--- src/rtl/alu_pkg.sv ---
// Shared definitions for the calculator ALU and its sequencing controller:
// data width, opcode encodings and controller FSM states.
package alu_pkg;

  localparam int DATA_W = 8;
  localparam int OP_W   = 3;

  localparam logic [OP_W-1:0] OP_ADD     = 3'd0;
  localparam logic [OP_W-1:0] OP_AND     = 3'd1;
  localparam logic [OP_W-1:0] OP_XOR     = 3'd2;
  localparam logic [OP_W-1:0] OP_LOAD_A  = 3'd3;
  localparam logic [OP_W-1:0] OP_M_PLUS  = 3'd4;
  localparam logic [OP_W-1:0] OP_M_MINUS = 3'd5;
  localparam logic [OP_W-1:0] OP_MR      = 3'd6;
  localparam logic [OP_W-1:0] OP_MC      = 3'd7;

  typedef enum logic [1:0] {
    IDLE = 2'd0,
    EXEC = 2'd1,
    RESP = 2'd2
  } state_t;

endpackage

--- src/rtl/alu.sv ---
// Combinational 8-bit calculator ALU: ADD (mod 256), AND, XOR.
// Opcodes outside that set produce zero.
module alu
  import alu_pkg::*;
(
  input  logic [DATA_W-1:0] a,
  input  logic [DATA_W-1:0] b,
  input  logic [OP_W-1:0]   op,
  output logic [DATA_W-1:0] y
);

  always_comb begin
    y = '0;
    case (op)
      OP_ADD:  y = a + b;
      OP_AND:  y = a & b;
      OP_XOR:  y = a ^ b;
      default: y = '0;
    endcase
  end

endmodule

--- src/rtl/alu_seq_ctrl.sv ---
// Sequencing controller: accepts one command, executes it against ACC/MEM
// (via the ALU for ADD/AND/XOR), returns the result. Optional flags: ALU_SEQ_CTRL_FLAGS_EN.
module alu_seq_ctrl
  import alu_pkg::*;
#(
  parameter int CNT_W = 16
) (
  input  logic              clk,
  input  logic              rst_n,
  input  logic              cmd_valid,
  output logic              cmd_ready,
  input  logic [OP_W-1:0]   cmd_op,
  input  logic [DATA_W-1:0] cmd_operand,
  output logic              rsp_valid,
  input  logic              rsp_ready,
  output logic [DATA_W-1:0] rsp_acc,
  output logic [DATA_W-1:0] rsp_mem,
  output logic              rsp_zero,
  output logic [CNT_W-1:0]  op_count
`ifdef ALU_SEQ_CTRL_FLAGS_EN
  ,
  output logic              rsp_carry,
  output logic              rsp_borrow
`endif
);

  state_t              state_reg, state_next;
  logic [OP_W-1:0]     op_reg;
  logic [DATA_W-1:0]   operand_reg;
  logic [DATA_W-1:0]   acc_reg, acc_next;
  logic [DATA_W-1:0]   mem_reg, mem_next;
  logic [DATA_W-1:0]   alu_y;

  alu u_alu (
    .a  (acc_reg),
    .b  (operand_reg),
    .op (op_reg),
    .y  (alu_y)
  );

  // Both handshake outputs decode only the state register.
  assign cmd_ready = (state_reg == IDLE);
  assign rsp_valid = (state_reg == RESP);

  always_comb begin
    state_next = state_reg;
    case (state_reg)
      IDLE:    if (cmd_valid) state_next = EXEC;
      EXEC:    state_next = RESP;
      RESP:    if (rsp_ready) state_next = IDLE;
      default: state_next = IDLE;
    endcase
  end

  always_comb begin
    acc_next = acc_reg;
    mem_next = mem_reg;
    case (op_reg)
      OP_ADD, OP_AND, OP_XOR: acc_next = alu_y;
      OP_LOAD_A:              acc_next = operand_reg;
      OP_M_PLUS:              mem_next = mem_reg + acc_reg;
      OP_M_MINUS:             mem_next = mem_reg - acc_reg;
      OP_MR:                  acc_next = mem_reg;
      OP_MC:                  mem_next = '0;
      default:                ;
    endcase
  end

`ifdef ALU_SEQ_CTRL_FLAGS_EN
  logic carry_next, borrow_next;

  // a + b overflows 8 bits exactly when a > 255 - b, i.e. a > ~b.
  always_comb begin
    carry_next  = 1'b0;
    borrow_next = 1'b0;
    case (op_reg)
      OP_ADD:     carry_next  = (acc_reg > ~operand_reg);
      OP_M_PLUS:  carry_next  = (mem_reg > ~acc_reg);
      OP_M_MINUS: borrow_next = (mem_reg < acc_reg);
      default:    ;
    endcase
  end

  always_ff @(posedge clk or negedge rst_n) begin
    if (!rst_n) begin
      rsp_carry  <= 1'b0;
      rsp_borrow <= 1'b0;
    end else if (state_reg == EXEC) begin
      rsp_carry  <= carry_next;
      rsp_borrow <= borrow_next;
    end
  end
`endif

  always_ff @(posedge clk or negedge rst_n) begin
    if (!rst_n) begin
      state_reg   <= IDLE;
      op_reg      <= OP_ADD;
      operand_reg <= '0;
      acc_reg     <= '0;
      mem_reg     <= '0;
      rsp_acc     <= '0;
      rsp_mem     <= '0;
      rsp_zero    <= 1'b1;
      op_count    <= '0;
    end else begin
      state_reg <= state_next;
      if (state_reg == IDLE && cmd_valid) begin
        op_reg      <= cmd_op;
        operand_reg <= cmd_operand;
      end
      // Response fields are captured once here and hold through RESP and beyond.
      if (state_reg == EXEC) begin
        acc_reg  <= acc_next;
        mem_reg  <= mem_next;
        rsp_acc  <= acc_next;
        rsp_mem  <= mem_next;
        rsp_zero <= (acc_next == '0);
      end
      if (state_reg == RESP && rsp_ready)
        op_count <= op_count + {{(CNT_W-1){1'b0}}, 1'b1};
    end
  end

endmodule

--- config.mk ---
export PLATFORM = sky130hd
export DESIGN_NAME = alu_seq_ctrl
export DESIGN_NICKNAME = d
export VERILOG_FILES = /design/src/rtl/alu_pkg.sv /design/src/rtl/alu.sv /design/src/rtl/alu_seq_ctrl.sv
export SDC_FILE = /design/constraint.sdc
export NUM_CORES = 1
export LEC_CHECK = 0
export ABC_AREA = 0
export CAP_MARGIN = 40
export CORE_MARGIN = 10
export CORE_UTILIZATION = 49
export DETAILED_ROUTE_END_ITERATION = 8
export GPL_TIMING_DRIVEN = 0
export PLACE_DENSITY = 0.76
export SKIP_CTS_REPAIR_TIMING = 1
export SYNTH_ARGS = -nofsm -noshare
export SYNTH_HDL_FRONTEND = slang
export SYNTH_HIERARCHICAL = 1
export SYNTH_SLANG_ARGS = --single-unit
export TNS_END_PERCENT = 5
--- constraint.sdc ---
create_clock -name clk -period 2.6 [get_ports clk]
set_input_delay 0.52 -clock clk [delete_from_list [all_inputs] [get_ports clk]]
set_output_delay 0.52 -clock clk [all_outputs]
set_load 0.1 [all_outputs]
==> After elaboration in Yosys (flattened, before gate mapping) <==
Index checks and enable logic that the tools add are counted.
{ "totals": {"latchBits": 0, "reg_bits": 46, "in_bits": 15, "elab_cells": 39, "mem_bits_ro": 0, "out_inout_bits": 35, "ramBits": 0, "memories": 0} }
{ "op_classes": {"mux": 6, "order_cmp": 0, "mul": 0, "reduce_logical": 9, "n_addsub": 4, "n_shift": 0, "div": 0, "bitwise_logic": 2, "eq_ne": 11} }
{ "op_table": {"columns": ["cell", "n"], "rows": [
  ["one-hot mux 8 bit (3 select lines)", 3],
  ["adder 16 x 1 -> 16 bit (second input constant)", 1],
  ["adder 8 bit", 2],
  ["equality test 3 bit (second input constant)", 4],
  ["AND 8 bit", 1],
  ["zero test 8 bit", 1],
  ["subtractor 8 bit", 1],
  ["bitwise XOR 8 bit", 1],
  ["equality test 3 x 2 -> 1 bit (second input constant)", 2],
  ["one-hot mux 2 bit (3 select lines)", 1],
  ["two-way mux 2 bit", 2],
  ["AND reduction 2 bit", 2],
  ["equality test 3 x 1 -> 1 bit (second input constant)", 1],
  ["zero test 3 bit", 1],
  ["nonzero test 3 bit", 1],
  ["OR reduction 3 bit", 1],
  ["equality test 2 x 1 -> 1 bit (second input constant)", 1],
  ["equality test 2 bit (second input constant)", 1],
  ["logical AND 1 bit", 2],
  ["zero test 2 bit", 1],
  ["inequality test 2 x 1 -> 1 bit (second input constant)", 1],
  ["inequality test 2 bit (second input constant)", 1]
]} }

==> Longest topological paths before layout <==
Gate-level depths: netlist (run 1).
{ "depth": {"depth_word": 4, "ltp_mapped": 12, "mapped_depth_nobuf": 12} }

==> Hierarchy <==
The synthesis (run 1) kept the hierarchy.
{ "modules_own_cells": {"columns": ["module", "seq_area_each_um2", "instances", "area_each_um2", "cells_per_inst"], "rows": [
  ["alu_seq_ctrl", 1152.4, 1, 2573.7, 244],
  ["alu", 0.0, 1, 498.0, 75]
]} }

==> Least setup slack after synthesis (run 1) <==
OpenSTA, ideal clock, no wires.
{ "synth_path": {"path_type": "register -> register", "from": "register acc_reg[1]", "to": "register mem_reg[6]", "path_buffers": 0, "required_time_ps": 2477, "t_arrival_ps": 3027, "setup_slack_ps": -550, "synth_period_minus_slack_ps": 3150, "path_stages_with_launch": 12, "setup_time_ps": 123, "path_cell_list": "dfrtp_1 > inv_1 > ha_1 > nor2_1 > xnor2_1 > ha_1 > nor2b_1 > o21ai_1 > a21boi_1 > o21a_1 > or3_1 > a32o_1"} }
{ "synth_between": {"elab_chain_len": 2, "elab_cells_between_ends": 3, "cone_classes": "add/sub (2); mux (1)"} }
{ "synth_rtl": {"columns": ["item", "line_no", "source"], "rows": [
  ["start: declaration", "alu_seq_ctrl.sv:30", "logic [DATA_W-1:0] acc_reg, acc_next;"],
  ["start signal: assignment", "alu_seq_ctrl.sv:114", "acc_reg <= acc_next;"],
  ["subtractor 8 bit / adder 8 bit (equally long branches)", "alu_seq_ctrl.sv:62, alu_seq_ctrl.sv:61", null],
  ["one-hot mux 8 bit (3 select lines) (*)", "alu_seq_ctrl.sv:58", "case (op_reg)"],
  ["end signal: assignment", "alu_seq_ctrl.sv:115", "mem_reg <= mem_next;"],
  ["end: declaration", "alu_seq_ctrl.sv:31", "logic [DATA_W-1:0] mem_reg, mem_next;"]
]} }
Every way passes the cells marked *; elsewhere a longest branch is shown, timed or not.
A chain may end at the register's enable or synchronous reset.

==> Worst setup path after layout (run 1) <==
{ "layout_path": {"from": "register acc_reg[0]", "to": "register rsp_zero"} }
{ "layout_between": {"elab_chain_len": 4, "elab_cells_between_ends": 6, "cone_classes": "add/sub (1); mux (2); bitwise (2); reduce/logical (1)"} }
{ "layout_rtl": {"columns": ["item", "line_no", "source"], "rows": [
  ["adder 8 bit", "alu.sv:15", "OP_ADD: y = a + b;"],
  ["one-hot mux 8 bit (3 select lines)", "alu.sv:14", "case (op)"],
  ["via alu_y[4]", "alu_seq_ctrl.sv:32", "logic [DATA_W-1:0] alu_y;"],
  ["one-hot mux 8 bit (3 select lines)", "alu_seq_ctrl.sv:58", null],
  ["zero test 8 bit", "alu_seq_ctrl.sv:118", "rsp_zero <= (acc_next == '0);"],
  ["end signal: assignment", "alu_seq_ctrl.sv:118", null],
  ["end: declaration", "alu_seq_ctrl.sv:18", "output logic rsp_zero,"]
]} }
The timed path passes the listed nets, and every way through them passes these cells.

==> flow_summary.toml, run 1 <==
[final_layout]
area_delta_synth_final_pct = 48.4
antenna_cells = 0
regMostFlops = "op_count"
layout-drive-gt1-share = 0.267
stdcell_area_um2 = 4560
largest_register_ffs = 16
final_nets = 457

[grt]
grt_max_degree = 25
grt.met3_usage = 0.0429
use_met1 = 0.205
grt-busiest-layer = "met2"
grt_pass1_wl_mm = 13.5
overflow = 0
antenna_found_initial = 0
met2_usage = 0.272
grt_pass1_vias = 2797
grt.total_usage = 0.163

[setup_path]
crit_type = "reg -> reg"
r2r_cells = 11
ff2ff_setup_slack_ns = -0.07
reg2reg_from = "acc_reg[0]"
crit_path_end_kind = "flop"
critPathLaunchType = "flop"
r2r_end = "rsp_zero"
crit_arrival_ns = 2.92
crit_path_max_fanout = 6
cp.required_ns = 2.85

[yosys]
synthFlopType = "dfrtp_1"
synthAdderAreaFrac = 0.0823
seq_area_frac_synth = 0.375
synth-edff-count = 0
synth_simple_gate_area_frac = 0.161
postSynth.asyncResetShare = 1.00
synth_compound_area_frac = 0.202
synth_top_family_by_area = "compound AO/OA/AOI/OAI gates"
ys_ff_latch = 46
synthMuxAreaShare = 0.0538
yosysTopAreaCell = "dfrtp_1"
synth.most_common_cell = "dfrtp_1"
synth_nets = 353
synth-xor-area-share = 0.0794
syn_avg_cell_area_um2 = 9.63
yosys_warnings = 6
ys_top_cells_by_area = "dfrtp_1 37%, ha_1 6.9%, xnor2_1 4.8%"
syn_area_um2 = 3070
synthCells = 319
synth_common_cells = "45 x dfrtp_1, 35 x nor2_1, 24 x nand2_1, 17 x ha_1, 17 x xnor2_1"
synth_cell_types = 57
synth_top_cell_area_share = 0.367

[hold_path]
hp-class = "in -> async"

[sta]
timing.fmax_ghz = 0.374
skew_ns = 0.00481
rsz0062_at_grt = "true"
fin_crit_ns = 2.67
worst_slew_pin_slew_ns = 0.570
max_slew_margin = 0.620
slew_violations = 0
fin_tns_setup_ns = -0.102
whs_ns = 0.200
finalSetupViolCount = 2
final.period_utilization = 1.03
hold_violations = 0
setup_slack_ns = -0.0710

[die]
core_area_um2 = 5990
die_w_um = 99.2
num_rows = 28
initial_core_util = 0.513
ios = 50
die_y_um = 99.2
die_area_um2 = 9840

[place]
dpl_cell_area_um2 = 4310
dp_slack_ns = -0.179
place_hpwl_mm = 6.43
io_buffers = 49
gp_congestion = 0.946

[detailed_routing]
drtAntennaViolNets = 0
routed_wl_mm = 8.55
wl_per_cell_um = 17.1
first_pass_iters = 5
vias_per_cell = 5.68
routed-via-count = 2836
drtIter0Drc = 261
drc = 0

[cts]
root_buffer = "clkbuf_8"
h-tree-depth = 2
numCtsBuffers = 5
cts_num_sinks = 46
cts_tree = "done"
clkTransAtPathRegs_ns = 0.09
clock_latency_ns = 0.30
cts_max_path_buffers = 2

[run]
maxCapViolCount = 0

[run_status]
violations = "negative setup slack"
status = "finished with violations"
[metrics by stage]
stage	util	std cells
after detailed placement	0.719	479
after global routing	0.761	499
after CTS	0.737	487
after floorplan	-	319
final	0.761	499
after global placement	0.615	443
[worst max-delay path: stages, from the launching register on]
cell and delay [ns]:
dfrtp_4 0.53, ha_4 0.19, fa_2 0.36, a211oi_2 0.23
nor3_2 0.10, xnor2_1 0.14, o21ai_1 0.06, nor2b_1 0.13
o22ai_2 0.24, o22ai_1 0.12, nor3_1 0.28, a32o_1 0.23
[cell type report]
cell class                 count  area, µm²
buffer                        11       82.6
clock buffer                   6       72.6
clock inverter                 2       37.5
fill                         376       1430
inverter                      16       60.1
multi-input combinational    246       1840
sequential                    46       1170
tap                           75       93.8
timing repair buffer          97       1200
[worst max path at each step]
| stage | from | end | slack, ns | cells after the start |
|---|---|---|---|---|
| floorplan | acc_reg[0] | rsp_zero | -0.09 | 12 |
| global placement | rst_n | acc_reg[1] | -0.53 | 1 |
| detailed placement | op_reg[0] | mem_reg[6] | -0.18 | 10 |
| CTS | op_reg[0] | mem_reg[6] | -0.20 | 10 |
| global route | op_reg[1] | mem_reg[6] | -0.15 | 10 |
| finish | acc_reg[0] | rsp_zero | -0.07 | 11 |
[placed cells by master (no fill, tap or decap), drive strengths merged, types with 3 or more instances in the layout]
master,synthesis,final
a211oi,4,4
a21o,4,4
a21oi,16,16
a22o,3,3
a22oi,3,3
a31oi,7,7
and2,3,3
buf,10,59
clkbuf,1,7
clkdlybuf4s50,0,48
dfrtp,45,45
ha,17,17
inv,16,16
mux2,12,12
mux2i,3,3
nand2,24,24
nand2b,9,9
nand3,6,6
nor2,36,36
nor2b,5,5
nor3,8,8
o21ai,19,19
o22a,6,6
o22ai,9,9
xnor2,18,18
xor2,9,9
[logic make-up after synthesis]
logic type               count (synthesis)
AO/OA/AOI/OAI                           85
XOR/XNOR                                27
adder cells (fa/ha/maj)                 19
buffers and inverters                   27
flip-flops                              46
multiplexers                            15
AND/OR/NAND/NOR                        100
[per-layer routing]
metal / part of all wire / wire length, µm
met4: 0.014 / 121
met5: 0 / 0
met1: 0.42 / 3610
met3: 0.064 / 547
met2: 0.50 / 4260
Power of run 1 is not shown: default switching activity piles up to over one toggle a cycle in this logic, so the estimate is an artifact.
==> inputs of run 2 (changes only) <==
- clock period: 2.6 -> 2.3 ns (I/O delays scaled with it)
==> run 2 against run 1 <==
Net effect:
- the flow still finishes with violations (negative setup slack)
- design area increased by 0.27%
- cell count unchanged
- via count is 1.0% higher
- first-iteration DRC count down 26%
- sequential cell count unchanged
- critical path depth is the same
- worst hold slack got worse by 0.069 ns
- critical path type unchanged
- largest cell class unchanged
- highest routed layer unchanged
==> flow_summary.toml, run 2 (synthesized netlist as in run 1, its figures left out) <==
[sta]
final.period_utilization = 1.17
fin_tns_setup_ns = -1.02
rsz0062_at_grt = "true"
skew_ns = 0.00715
setup_slack_ns = -0.386
hold_violations = 0
worst_slew_pin_slew_ns = 0.555
finalSetupViolCount = 4
fin_crit_ns = 2.69
whs_ns = 0.131
timing.fmax_ghz = 0.372
max_slew_margin = 0.630
slew_violations = 0

[detailed_routing]
routed-via-count = 2865
first_pass_iters = 4
vias_per_cell = 5.74
wl_per_cell_um = 17.5
wl_met3_um = 497
dr_wl_met2_mm = 4.40
wl_met1_mm = 3.74
dr.max_layer_used = "met4"
routed_wl_mm = 8.74
drc = 0
drtIter0Drc = 194
drtAntennaViolNets = 0

[cts]
clkTransAtPathRegs_ns = 0.09
numCtsBuffers = 5
root_buffer = "clkbuf_8"
clock_latency_ns = 0.30
cts_tree = "done"
h-tree-depth = 2
cts_num_sinks = 46
cts_max_path_buffers = 2

[grt]
antenna_found_initial = 0
grt_pass1_wl_mm = 13.5
grt_pass1_vias = 2797
grt_max_degree = 25
overflow = 0
grt.total_usage = 0.163

[final_layout]
layout_common_cells = "48 x clkdlybuf4s50_1, 36 x dfrtp_1, 33 x nor2_1, 29 x buf_8, 24 x nand2_1"
seq_area_um2 = 1170
final_nets = 457
antenna_cells = 0
multi_input_area_um2 = 1850
regMostFlops = "op_count"
largest_register_ffs = 16
layout-drive-gt1-share = 0.271
area_delta_synth_final_pct = 48.8
stdcell_count = 499
fill_cells = 370
layout_commonest_cell = "clkdlybuf4s50_1"

[setup_path]
cp_slowest_cell = "dfrtp_4"
critPathLaunchType = "flop"
r2r_end = "rsp_zero"
crit_chain = "ha_4 -> fa_2 -> a211oi_2 -> nor3_2 -> xnor2_1 -> o21ai_1 -> nor2b_1 -> o22ai_2 -> o22ai_1 -> nor3_1 -> a32o_1"
critPathMaxStageDelay_ns = 0.53
crit_path_end_kind = "flop"
crit_arrival_ns = 2.93
crit_type = "reg -> reg"
cp.required_ns = 2.54
crit_path_max_fanout = 6
critPathLaunch = "acc_reg[0]"
ff2ff_setup_slack_ns = -0.39
reg2reg_from = "acc_reg[0]"
r2r_cells = 11

[place]
io_buffers = 49
gp_congestion = 0.946
place_inst = 479
dp_slack_ns = -0.479
place_hpwl_mm = 6.43

[die]
num_rows = 28
initial_core_util = 0.513
die_y_um = 99.2
die_area_um2 = 9840
die_w_um = 99.2
core_area_um2 = 5990
ios = 50

[run_status]
status = "finished with violations"
violations = "negative setup slack"

[hold_path]
hp-class = "in -> async"

[run]
maxCapViolCount = 0
==> run 2: cell types whose count changed in the layout (fill, tap and decap cells not counted) <==
cell	change
o21ai_2	+1
mux2_4	+1
o31ai_2	+1
mux2_2	-1
o21ai_1	-1
o31ai_1	-1
==> run 2: final cells by class <==
class	instances	area share
clock buffer	6	0.0159
buffer	11	0.0181
clock inverter	2	0.00821
timing repair buffer	97	0.263
inverter	16	0.0131
sequential	46	0.256
tap	75	0.0205
multi-input combinational	246	0.405
==> run 2: how the worst max path moves through the flow <==
stage                 end  slack [ns]  depth (start not counted)
2_1_floorplan    rsp_zero       -0.39                         12
3_3_place_gp   acc_reg[1]       -0.77                          1
3_5_place_dp   mem_reg[6]       -0.48                         10
4_1_cts        mem_reg[6]       -0.50                         10
5_1_grt          rsp_zero       -0.44                         12
6_report         rsp_zero       -0.39                         11
==> run 2: per-layer routing <==
metal | global-route usage | vias to the layer above
li1 | - | 1347
met1 | 0.205 | 1405
met2 | 0.272 | 100
met3 | 0.0429 | 13
met4 | 0.0386 | 0
met5 | 0 | -
==> run 2: worst max-delay path, delay by kind of cell, from the launching register on <==
kind | cells | cell delay [ns]
AND/OR/NAND/NOR | 3 | 0.51
XOR/XNOR | 1 | 0.14
AO/OA/AOI/OAI | 5 | 0.90
flip-flops | 1 | 0.53
adder cells (fa/ha/maj) | 2 | 0.56
==> run 2: per-stage QoR <==
step / cell area (µm²) / util
2_1_floorplan: 3100 / -
3_3_place_gp: 3680 / 0.615
3_5_place_dp: 4310 / 0.719
4_1_cts: 4420 / 0.737
5_1_grt: 4570 / 0.763
6_report: 4570 / 0.763
Power of run 2 is left out for the same reason.
